### src/rtl/wt_dcache_inv_queue_pkg.sv
// Shared types and constants for the write-through dcache invalidation path.
// The invalidation queue and its line matcher both import this package.
package wt_dcache_inv_queue_pkg;

    localparam int unsigned PLEN                   = 56;
    localparam int unsigned DCACHE_OFFSET_WIDTH    = 4;
    localparam int unsigned DCACHE_INV_QUEUE_DEPTH = 4;

    typedef logic [PLEN-DCACHE_OFFSET_WIDTH-1:0] dcache_line_addr_t;

    // Strip the byte offset so that any address inside a line maps to one key
    function automatic dcache_line_addr_t line_of(input logic [PLEN-1:0] paddr);
        return paddr[PLEN-1:DCACHE_OFFSET_WIDTH];
    endfunction

endpackage

### src/rtl/wt_dcache_inv_match.sv
// Combinational DEPTH-way comparator: hits when the incoming line equals any
// valid queue entry, except entries masked because they are popped this cycle.
module wt_dcache_inv_match
    import wt_dcache_inv_queue_pkg::*;
#(
    parameter int unsigned DEPTH = DCACHE_INV_QUEUE_DEPTH
) (
    input  dcache_line_addr_t [DEPTH-1:0] entry_lines,
    input  logic [DEPTH-1:0]              entry_valid,
    input  logic [DEPTH-1:0]              pop_mask,
    input  dcache_line_addr_t             line,
    output logic                          hit
);

    // OR-reduce the per-entry matches
    always_comb begin
        hit = 1'b0;
        for (int i = 0; i < DEPTH; i++) begin
            hit = hit | (entry_valid[i] & ~pop_mask[i] & (entry_lines[i] == line));
        end
    end

endmodule

### src/rtl/wt_dcache_inv_queue_checker.sv
// Protocol and occupancy properties for the invalidation queue.
// Concurrent assertions only; no logic drives anything from here.
module wt_dcache_inv_queue_checker
    import wt_dcache_inv_queue_pkg::*;
#(
    parameter int unsigned DEPTH = DCACHE_INV_QUEUE_DEPTH,
    parameter int unsigned CNT_W = $clog2(DEPTH) + 1
) (
    input logic             clk_i,
    input logic             rst_ni,
    input logic             push,
    input logic             full,
    input logic             req,
    input logic             ack,
    input logic [PLEN-1:0]  paddr,
    input logic [CNT_W-1:0] count
);

    localparam logic [CNT_W-1:0] MAX_CNT = CNT_W'(DEPTH);

    a_no_push_when_full: assert property (@(posedge clk_i) disable iff (!rst_ni)
        !(push && full));

    a_paddr_stable: assert property (@(posedge clk_i) disable iff (!rst_ni)
        (req && !ack) |=> $stable(paddr));

    a_count_bound: assert property (@(posedge clk_i) disable iff (!rst_ni)
        count <= MAX_CNT);

endmodule

### src/rtl/wt_dcache_inv_queue.sv
// Invalidation queue between the NoC adapter and the dcache invalidation unit:
// line-aligns, optionally coalesces duplicate lines, and hands them out in FIFO order.
module wt_dcache_inv_queue
    import wt_dcache_inv_queue_pkg::*;
#(
    parameter int unsigned DEPTH    = DCACHE_INV_QUEUE_DEPTH,
    parameter bit          COALESCE = 1'b1
) (
    input  logic            clk_i,
    input  logic            rst_ni,
    input  logic            bus_inv_valid_i,
    input  logic [PLEN-1:0] bus_inv_paddr_i,
    output logic            bus_inv_ready_o,
    output logic            mem_inv_req_o,
    output logic [PLEN-1:0] mem_inv_paddr_o,
    input  logic            mem_inv_ack_i,
    output logic            inv_pending_o,
    output logic            inv_dropped_o
);

    localparam int unsigned      PTR_W    = $clog2(DEPTH);
    localparam int unsigned      CNT_W    = PTR_W + 1;
    localparam logic [CNT_W-1:0] FULL_CNT = CNT_W'(DEPTH);
    localparam logic [CNT_W-1:0] CNT_ONE  = CNT_W'(1);
    localparam logic [PTR_W-1:0] PTR_ONE  = PTR_W'(1);

    dcache_line_addr_t [DEPTH-1:0] lines_r;
    logic [DEPTH-1:0]              valid_r;
    logic [PTR_W-1:0]              rd_ptr_r;
    logic [PTR_W-1:0]              wr_ptr_r;
    logic [CNT_W-1:0]              count_r;
    logic                          req_r;

    logic [CNT_W-1:0]  count_next_s;
    logic [DEPTH-1:0]  pop_mask_s;
    dcache_line_addr_t line_in_s;
    logic              full_s;
    logic              empty_s;
    logic              push_s;
    logic              pop_s;
    logic              hit_s;
    logic              drop_s;
    logic              store_s;
    logic              unused_offset_s;

    assign line_in_s       = line_of(bus_inv_paddr_i);
    assign unused_offset_s = ^bus_inv_paddr_i[DCACHE_OFFSET_WIDTH-1:0];

    assign full_s  = (count_r == FULL_CNT);
    assign empty_s = (count_r == {CNT_W{1'b0}});
    assign push_s  = bus_inv_valid_i & ~full_s;
    assign pop_s   = mem_inv_ack_i & ~empty_s;

    // The head leaving this cycle must not absorb a new push of the same line
    always_comb begin
        pop_mask_s = {DEPTH{1'b0}};
        if (pop_s) begin
            pop_mask_s[rd_ptr_r] = 1'b1;
        end else begin
            pop_mask_s = {DEPTH{1'b0}};
        end
    end

    wt_dcache_inv_match #(
        .DEPTH (DEPTH)
    ) i_match (
        .entry_lines (lines_r),
        .entry_valid (valid_r),
        .pop_mask    (pop_mask_s),
        .line        (line_in_s),
        .hit         (hit_s)
    );

    // Decide whether an accepted message is stored or discarded
    always_comb begin
        drop_s = 1'b0;
        if ((COALESCE == 1'b1) && push_s && hit_s) begin
            drop_s = 1'b1;
        end else begin
            drop_s = 1'b0;
        end
        store_s = push_s & ~drop_s;
    end

    // Occupancy after this cycle's store and pop
    always_comb begin
        count_next_s = count_r;
        case ({store_s, pop_s})
            2'b10:   count_next_s = count_r + CNT_ONE;
            2'b01:   count_next_s = count_r - CNT_ONE;
            default: count_next_s = count_r;
        endcase
    end

    // Queue storage, pointers and the registered request flag
    always_ff @(posedge clk_i or negedge rst_ni) begin
        if (!rst_ni) begin
            lines_r  <= {DEPTH{{(PLEN-DCACHE_OFFSET_WIDTH){1'b0}}}};
            valid_r  <= {DEPTH{1'b0}};
            rd_ptr_r <= {PTR_W{1'b0}};
            wr_ptr_r <= {PTR_W{1'b0}};
            count_r  <= {CNT_W{1'b0}};
            req_r    <= 1'b0;
        end else begin
            if (store_s) begin
                lines_r[wr_ptr_r] <= line_in_s;
                valid_r[wr_ptr_r] <= 1'b1;
                wr_ptr_r          <= wr_ptr_r + PTR_ONE;
            end
            // store and pop never hit the same slot: that needs full or empty
            if (pop_s) begin
                valid_r[rd_ptr_r] <= 1'b0;
                rd_ptr_r          <= rd_ptr_r + PTR_ONE;
            end
            count_r <= count_next_s;
            req_r   <= (count_next_s != {CNT_W{1'b0}});
        end
    end

    assign bus_inv_ready_o = ~full_s;
    assign mem_inv_req_o   = req_r;
    assign inv_pending_o   = req_r;
    assign inv_dropped_o   = drop_s;
    assign mem_inv_paddr_o = req_r ? {lines_r[rd_ptr_r], {DCACHE_OFFSET_WIDTH{1'b0}}}
                                   : {PLEN{1'b0}};

    wt_dcache_inv_queue_checker #(
        .DEPTH (DEPTH),
        .CNT_W (CNT_W)
    ) i_checker (
        .clk_i  (clk_i),
        .rst_ni (rst_ni),
        .push   (push_s),
        .full   (full_s),
        .req    (req_r),
        .ack    (mem_inv_ack_i),
        .paddr  (mem_inv_paddr_o),
        .count  (count_r)
    );

endmodule
### config.mk
export PLATFORM = sky130hd
export DESIGN_NAME = wt_dcache_inv_queue
export DESIGN_NICKNAME = d
export VERILOG_FILES = /design/src/rtl/wt_dcache_inv_queue_pkg.sv /design/src/rtl/wt_dcache_inv_match.sv /design/src/rtl/wt_dcache_inv_queue_checker.sv /design/src/rtl/wt_dcache_inv_queue.sv
export SDC_FILE = /design/constraint.sdc
export NUM_CORES = 1
export LEC_CHECK = 0
export CORE_MARGIN = 2
export CORE_UTILIZATION = 40
export DETAILED_ROUTE_END_ITERATION = 12
export PLACE_DENSITY_LB_ADDON = 0.15
export SLEW_MARGIN = 25
export SYNTH_ARGS = -nofsm -noshare
export SYNTH_HDL_FRONTEND = slang
export SYNTH_SLANG_ARGS = --single-unit
### constraint.sdc
create_clock -name clk_i -period 4.12 [get_ports clk_i]
set_input_delay 0.824 -clock clk_i [delete_from_list [all_inputs] [get_ports clk_i]]
set_output_delay 0.824 -clock clk_i [all_outputs]
set_load 0.03 [all_outputs]
### Word level (Yosys, flattened, before mapping)

Index checks and enable logic that the tools add are counted.

| cells by class | value |
|---|---|
| $add $sub $neg | 4 |
| order comparisons | 4 |
| equality and inequality tests | 7 |
| multiplexer cells | 15 |
| bitwise gates (word level) | 24 |
| reduce and logical (&&, ||, !) cells | 5 |

Operators by type and width:

| kind | number |
|---|---|
| bitwise mux 208 bit | 1 |
| == test 52 bit | 4 |
| binary-select mux 52 bit (select 2 bit) | 1 |
| demux 52 bit (select 2 bit) | 1 |
| 2-to-1 mux 52 bit | 2 |
| 2-to-1 mux 56 bit | 1 |
| 2-to-1 mux 4 bit | 3 |
| AND 1 bit | 11 |
| NOT 1 bit | 7 |
| less-than comparator 2 x 3 -> 1 bit, second input constant | 2 |
| case mux 3 bit (2 select lines) | 1 |
| adder 2 x 1 -> 2 bit, second input constant | 2 |
| AND 4 bit | 1 |
| demux 1 bit (select 2 bit) | 2 |
| >= comparator 2 x 1 -> 1 bit, second input constant | 2 |
| NOT 4 bit | 1 |
| OR 4 bit | 1 |
| adder 3 x 1 -> 3 bit, second input constant | 1 |
| == test 3 bit, second input constant | 1 |
| logical AND 1 bit | 3 |
| logical NOT 3 bit | 1 |
| 2-to-1 mux 1 bit | 3 |
| OR 1 bit | 3 |
| nonzero test 3 bit | 1 |
| 3 further kinds | 3 |

| word-level totals | value |
|---|---|
| register bits after elaboration | 220 |
| input bits | 60 |
| output and inout port bits | 60 |

### Logic depth before layout (Yosys ltp)

| logic depth | value |
|---|---|
| depth in word-level cells | 18 |
| gate-level depth with buffers | 16 |
| gate-level depth less buffers | 14 |

### Cells and area by module

From an unflattened synthesis, not the netlist that was laid out.

| unflattened totals | value |
|---|---|
| cell total of the unflattened synthesis | 944 |
| area total of the unflattened synthesis | 13267.7 um^2 |

Modules (own cells, without submodules):

| module | instances | cells an instance | area an instance (um^2) |
|---|---|---|---|
| wt_dcache_inv_queue | 1 | 628 | 10864.2 |
| wt_dcache_inv_match | 1 | 316 | 2403.6 |

### Least setup slack after synthesis

OpenSTA, ideal clock, no wires.

| path | value |
|---|---|
| path type | flip-flop to flip-flop |
| start | reg rd_ptr_r[0] |
| end | reg req_r (netlist: inv_pending_o) |
| setup time | 131 ps |
| arrival time | 3632 ps |
| slack | 356 ps |
| stages on the path, launching flop included | 17 |
| buffers on the path | 2 |
| clock period less this slack | 3764 ps |
| cells stage by stage | dfrtp_1 clkbuf_1 buf_1 inv_1 ha_1 nand2_1 nand3_1 o22ai_2 nor3_1 inv_1 ha_1 inv_1 fa_1 xor2_1 nor2_1 xor2_1 or3_1 |

| on the way | value |
|---|---|
| longest elaborated chain between the ends | 18 |
| elaborated cells on any way between the ends | 29 |

Ends and longest elaborated chain:

| element | RTL line | source |
|---|---|---|
| from (decl) | wt_dcache_inv_queue.sv:29 | `logic [PTR_W-1:0] rd_ptr_r;` |
| from (signal assigned) | wt_dcache_inv_queue.sv:100 | `rd_ptr_r <= {PTR_W{1'b0}};` |
| from (signal assigned) | wt_dcache_inv_queue.sv:113 | `rd_ptr_r <= rd_ptr_r + PTR_ONE;` |
| less-than comparator 2 x 3 -> 1 bit (implied by the code) / >= comparator 2 x 1 -> 1 bit (equally long branches) | wt_dcache_inv_queue.sv:58 | `pop_mask_s[rd_ptr_r] = 1'b1;` |
| logical AND 1 bit (implied by the code) | wt_dcache_inv_queue.sv:58 |  |
| 2-to-1 mux 1 bit (implied by the code) | wt_dcache_inv_queue.sv:58 |  |
| demux 1 bit (select 2 bit) * | wt_dcache_inv_queue.sv:58 |  |
| 2-to-1 mux 4 bit * | wt_dcache_inv_queue.sv:57 | `if (pop_s) begin` |
| NOT 1 bit | wt_dcache_inv_match.sv:19 | `hit = hit \| (entry_valid[i] & ~pop_mask[i] & (entry_lines[i] == line));` |
| AND 1 bit (2 in series) | wt_dcache_inv_match.sv:19 |  |
| OR 1 bit (2 in series) | wt_dcache_inv_match.sv:19 |  |
| OR 1 bit * | wt_dcache_inv_match.sv:19 |  |
| logical AND 1 bit * | wt_dcache_inv_queue.sv:77 | `if ((COALESCE == 1'b1) && push_s && hit_s) begin` |
| 2-to-1 mux 1 bit * | wt_dcache_inv_queue.sv:77 |  |
| NOT 1 bit * | wt_dcache_inv_queue.sv:82 | `store_s = push_s & ~drop_s;` |
| AND 1 bit * | wt_dcache_inv_queue.sv:82 |  |
| == test 2 x 1 -> 1 bit / == test 2 bit (equally long branches) | wt_dcache_inv_queue.sv:88 | `case ({store_s, pop_s})` |
| case mux 3 bit (2 select lines) * | wt_dcache_inv_queue.sv:88 |  |
| named net count_next_s[2] | wt_dcache_inv_queue.sv:34 | `logic [CNT_W-1:0] count_next_s;` |
| nonzero test 3 bit * | wt_dcache_inv_queue.sv:116 | `req_r <= (count_next_s != {CNT_W{1'b0}});` |
| to (signal assigned) | wt_dcache_inv_queue.sv:116 |  |
| to (decl) | wt_dcache_inv_queue.sv:32 | `logic req_r;` |

The timed path passes the listed nets; every way through them passes the cells marked *.
A chain may end at the register's enable or synchronous reset.

### Worst setup path after layout

| path | value |
|---|---|
| start | in bus_inv_paddr_i[25] |
| end | out inv_dropped_o |

| on the way | value |
|---|---|
| longest elaborated chain between the ends | 7 |
| elaborated cells on any way between the ends | 13 |

Ends and longest elaborated chain:

| element | RTL line | source |
|---|---|---|
| from (decl) | wt_dcache_inv_queue.sv:12 | `input logic [PLEN-1:0] bus_inv_paddr_i,` |
| == test 52 bit | wt_dcache_inv_match.sv:19 |  |
| AND 1 bit | wt_dcache_inv_match.sv:19 |  |
| OR 1 bit (2 in series) | wt_dcache_inv_match.sv:19 |  |
| OR 1 bit * | wt_dcache_inv_match.sv:19 |  |
| logical AND 1 bit * | wt_dcache_inv_queue.sv:77 |  |
| 2-to-1 mux 1 bit * | wt_dcache_inv_queue.sv:77 |  |
| to (decl) | wt_dcache_inv_queue.sv:18 | `output logic inv_dropped_o` |

Every way passes the cells marked *; elsewhere a longest branch is shown, timed or not.

==> results.cfg <==
[status]
status = complete, no violations

[route]
wl_um = 41100
dr.pass1.iters = 5
met3_length_um = 1970
dr.first_iter.drc_count = 532
final_antenna_net_count = 0
met1_length_um = 19700
drc = 0
top_layer_used = met4
vias = 8909
met2_length_um = 18600
routedWlPerCell_um = 24.1
viasPerCell = 5.22

[setup_path]
criticalPathCategory = in -> out
rr_worst_depth = 11
startpoint_type = primary input
cp_top_family = buffers and inverters
end_kind = primary output
r2r-end = lines_r[0]$_DFFE_PN0P_
r2r_slack_ns = 0.71
slowest_stage = clkdlybuf4s50_1
r2r-start = rd_ptr_r[1]$_DFFE_PN0P_
worstPathArrival_ns = 3.22
worstPathRequired_ns = 3.30
slowest_delay_ns = 0.62
cp_common_cell = nor2_1
path_cells = clkdlybuf4s50_1, xor2_1, nor4_1, nand4_1, nand4b_1, o22ai_2, buf_6, nor2_1, nor2_1, buf_4
crit_buf_inv = 3
cp_max_fo = 5

[logic_synthesis]
synthTopCellsByArea = dfrtp_1, mux2_4, mux4_2
ys_ff_latch = 220
synth_commonest_cells = dfrtp_1, mux2_4, xnor2_1
yosys_warnings = 0
netlist-cell-type-count = 40
synth_top_area_share_pct = 41.0
synth_top_area_cell = dfrtp_1
avgSynthCellArea_um2 = 13.3
synth_edf_count = 0
netlist_instances = 1010
netlist_area_um2 = 13400
synth.most_common_cell = dfrtp_1
synth_ff_type = dfrtp_1
ys_seq_area_share_pct = 41.0
ys_async_sr_fraction_pct = 100

[die]
num_rows = 67
start_util_pct = 40.4
fp.dieArea_um2 = 35100
core_um2 = 33300
chipWidth_um = 187
die_h_um = 187
ioPinCount = 120

[place]
io_buffers = 111
routabilityCongestion = 0.880
place_area_um2 = 16100
post-dp-hpwl_um = 30500

[hold_path]
hold_path_class = in -> async

[sta]
max_freq_mhz = 247
fin_crit_ns = 4.04
timing.final.crit_share_pct = 98.1
skew_ns = 0.0182
worstMarginPinSlew_ns = 0.835
slew-limit-headroom_pct = 44.3
setup_tns_ns = 0
hold_viol = 0
drv_slew = 0
setup_viol = 0

[grt]
grt_pass1_vias = 9351
grt_max_degree = 97
grt_pass1_wl_um = 62200
track_usage_pct = 23.6
antenna_found_initial = 0
overflow = 0

[power]
p_leak_uw = 0.00736
p_per_area_nw_per_um2 = 914
ir_drop_mv = 0.562

[clock_tree]
cts_tree = built
cts_root_buffer = clkbuf_16
clk_latency_ns = 0.53
clockBufferDepth = 3
cts_max_level = 1
clkTransAtPathRegs_ns = 0.06
cts.sinks = 220
cts_buffers = 25

[final_layout]
insertedDiodeCount = 0
final_core_util_pct = 51.4
syn_to_final_growth_pct = 27.3
finalInstanceArea_um2 = 17100
final_nets = 1311
layout-drive-gt1-share_pct = 39.0

[job]
max-cap-violations = 0
[kinds of logic (layout without fill, tap and decap cells)]
group	after synthesis	after routing	share of synthesized area [%]
DFF	220	220	41.0
AOI/OAI and AO/OA	40	40	2.29
buffers and inverters	144	389	5.81
muxes	262	262	31.1
and+or+nand+nor	153	153	7.08
xor gates and xnor gates	180	180	11.7
other	1	4	0.0279
adders and majority gates	10	10	0.987
[area by class of cell]
type	instances	area, um2
repair buffers	295	2770
clock buffers	35	713
flip-flops and latches	220	5510
fillers	2931	16200
inverters	50	188
clock inverters	9	97.6
well taps	448	561
multi-input cells	649	7260
[routing by layer]
layer / vias to the layer above / track usage, %
li1: 3983 / -
met1: 4658 / 35.3
met2: 225 / 36.2
met3: 43 / 3.47
met4: 0 / 5.13
met5: - / 0
[registers in the layout, indices dropped and copies added, names as in the netlist]
name           cells
inv_pending_o      1
rd_ptr_r           2
wr_ptr_r           2
lines_r          208
count_r            3
valid_r            4
[through the flow]
step	total power [uW]	std cells	setup slack (ns)	hold WS [ns]
after CTS	15700	1700	0.00667	0.367
after global routing	16400	1706	-0.0410	0.368
after floorplan	9940	1013	0.356	0.458
after global placement	13200	1654	-0.229	0.479
final	15600	1706	0.0763	0.300
after detailed placement	13300	1654	-0.212	0.488
[timing repair]
item | 4_1_cts | 5_1_grt
pin swaps | 3 | 14
endpoints found under the setup margin | 1 | 1
cloned | 0 | 0
resized for setup | 10 | 23
hold buffers | 0 | 0
setup buffers | 2 | 6
[power breakdown]
group / leakage, uW / internal, uW / switching, uW
logic: 0.00436 / 4880 / 3960
registers: 0.00259 / 3290 / 1240
clock network: 0.000402 / 1330 / 933
[worst max-delay path by stage]
stage,from,end,slack [ns],depth (start not counted)
floorplan,rd_ptr_r[0]$_DFFE_PN0P_,inv_pending_o$_DFF_PN0_,0.36,16
global placement,bus_inv_paddr_i[47],inv_pending_o$_DFF_PN0_,-0.23,17
detailed placement,bus_inv_paddr_i[16],inv_pending_o$_DFF_PN0_,-0.21,16
CTS,bus_inv_paddr_i[16],inv_dropped_o,0.007,11
global route,bus_inv_paddr_i[41],inv_dropped_o,-0.04,12
finish,bus_inv_paddr_i[25],inv_dropped_o,0.08,10
[cells in the final DEF (no fill, tap or decap), types with 3 or more instances in the layout]
| master | n |
|---|---|
| xor2_1 | 47 |
| inv_1 | 50 |
| conb_1 | 4 |
| dlygate4sd2_1 | 4 |
| o22ai_1 | 16 |
| buf_12 | 19 |
| clkbuf_1 | 5 |
| mux4_2 | 52 |
| buf_6 | 3 |
| mux2_4 | 177 |
| buf_4 | 163 |
| o21a_1 | 3 |
| clkbuf_8 | 5 |
| nand2_1 | 11 |
| nand4_1 | 34 |
| dlymetal6s2s_1 | 12 |
| clkinv_2 | 6 |
| xnor2_1 | 125 |
| xnor2_2 | 8 |
| o2111ai_1 | 5 |
| nor2_1 | 6 |
| clkdlybuf4s50_1 | 93 |
| nor3_4 | 4 |
| mux2i_1 | 20 |
| ha_1 | 9 |
| nor4_2 | 6 |
| o21ai_0 | 5 |
| nand2b_1 | 12 |
| o221ai_1 | 3 |
| clkbuf_16 | 25 |
| nor4_1 | 17 |
| dfrtp_1 | 217 |
| nand3_1 | 5 |
| mux2_2 | 13 |
| and2_1 | 53 |
(Power assumes the default switching activity.)
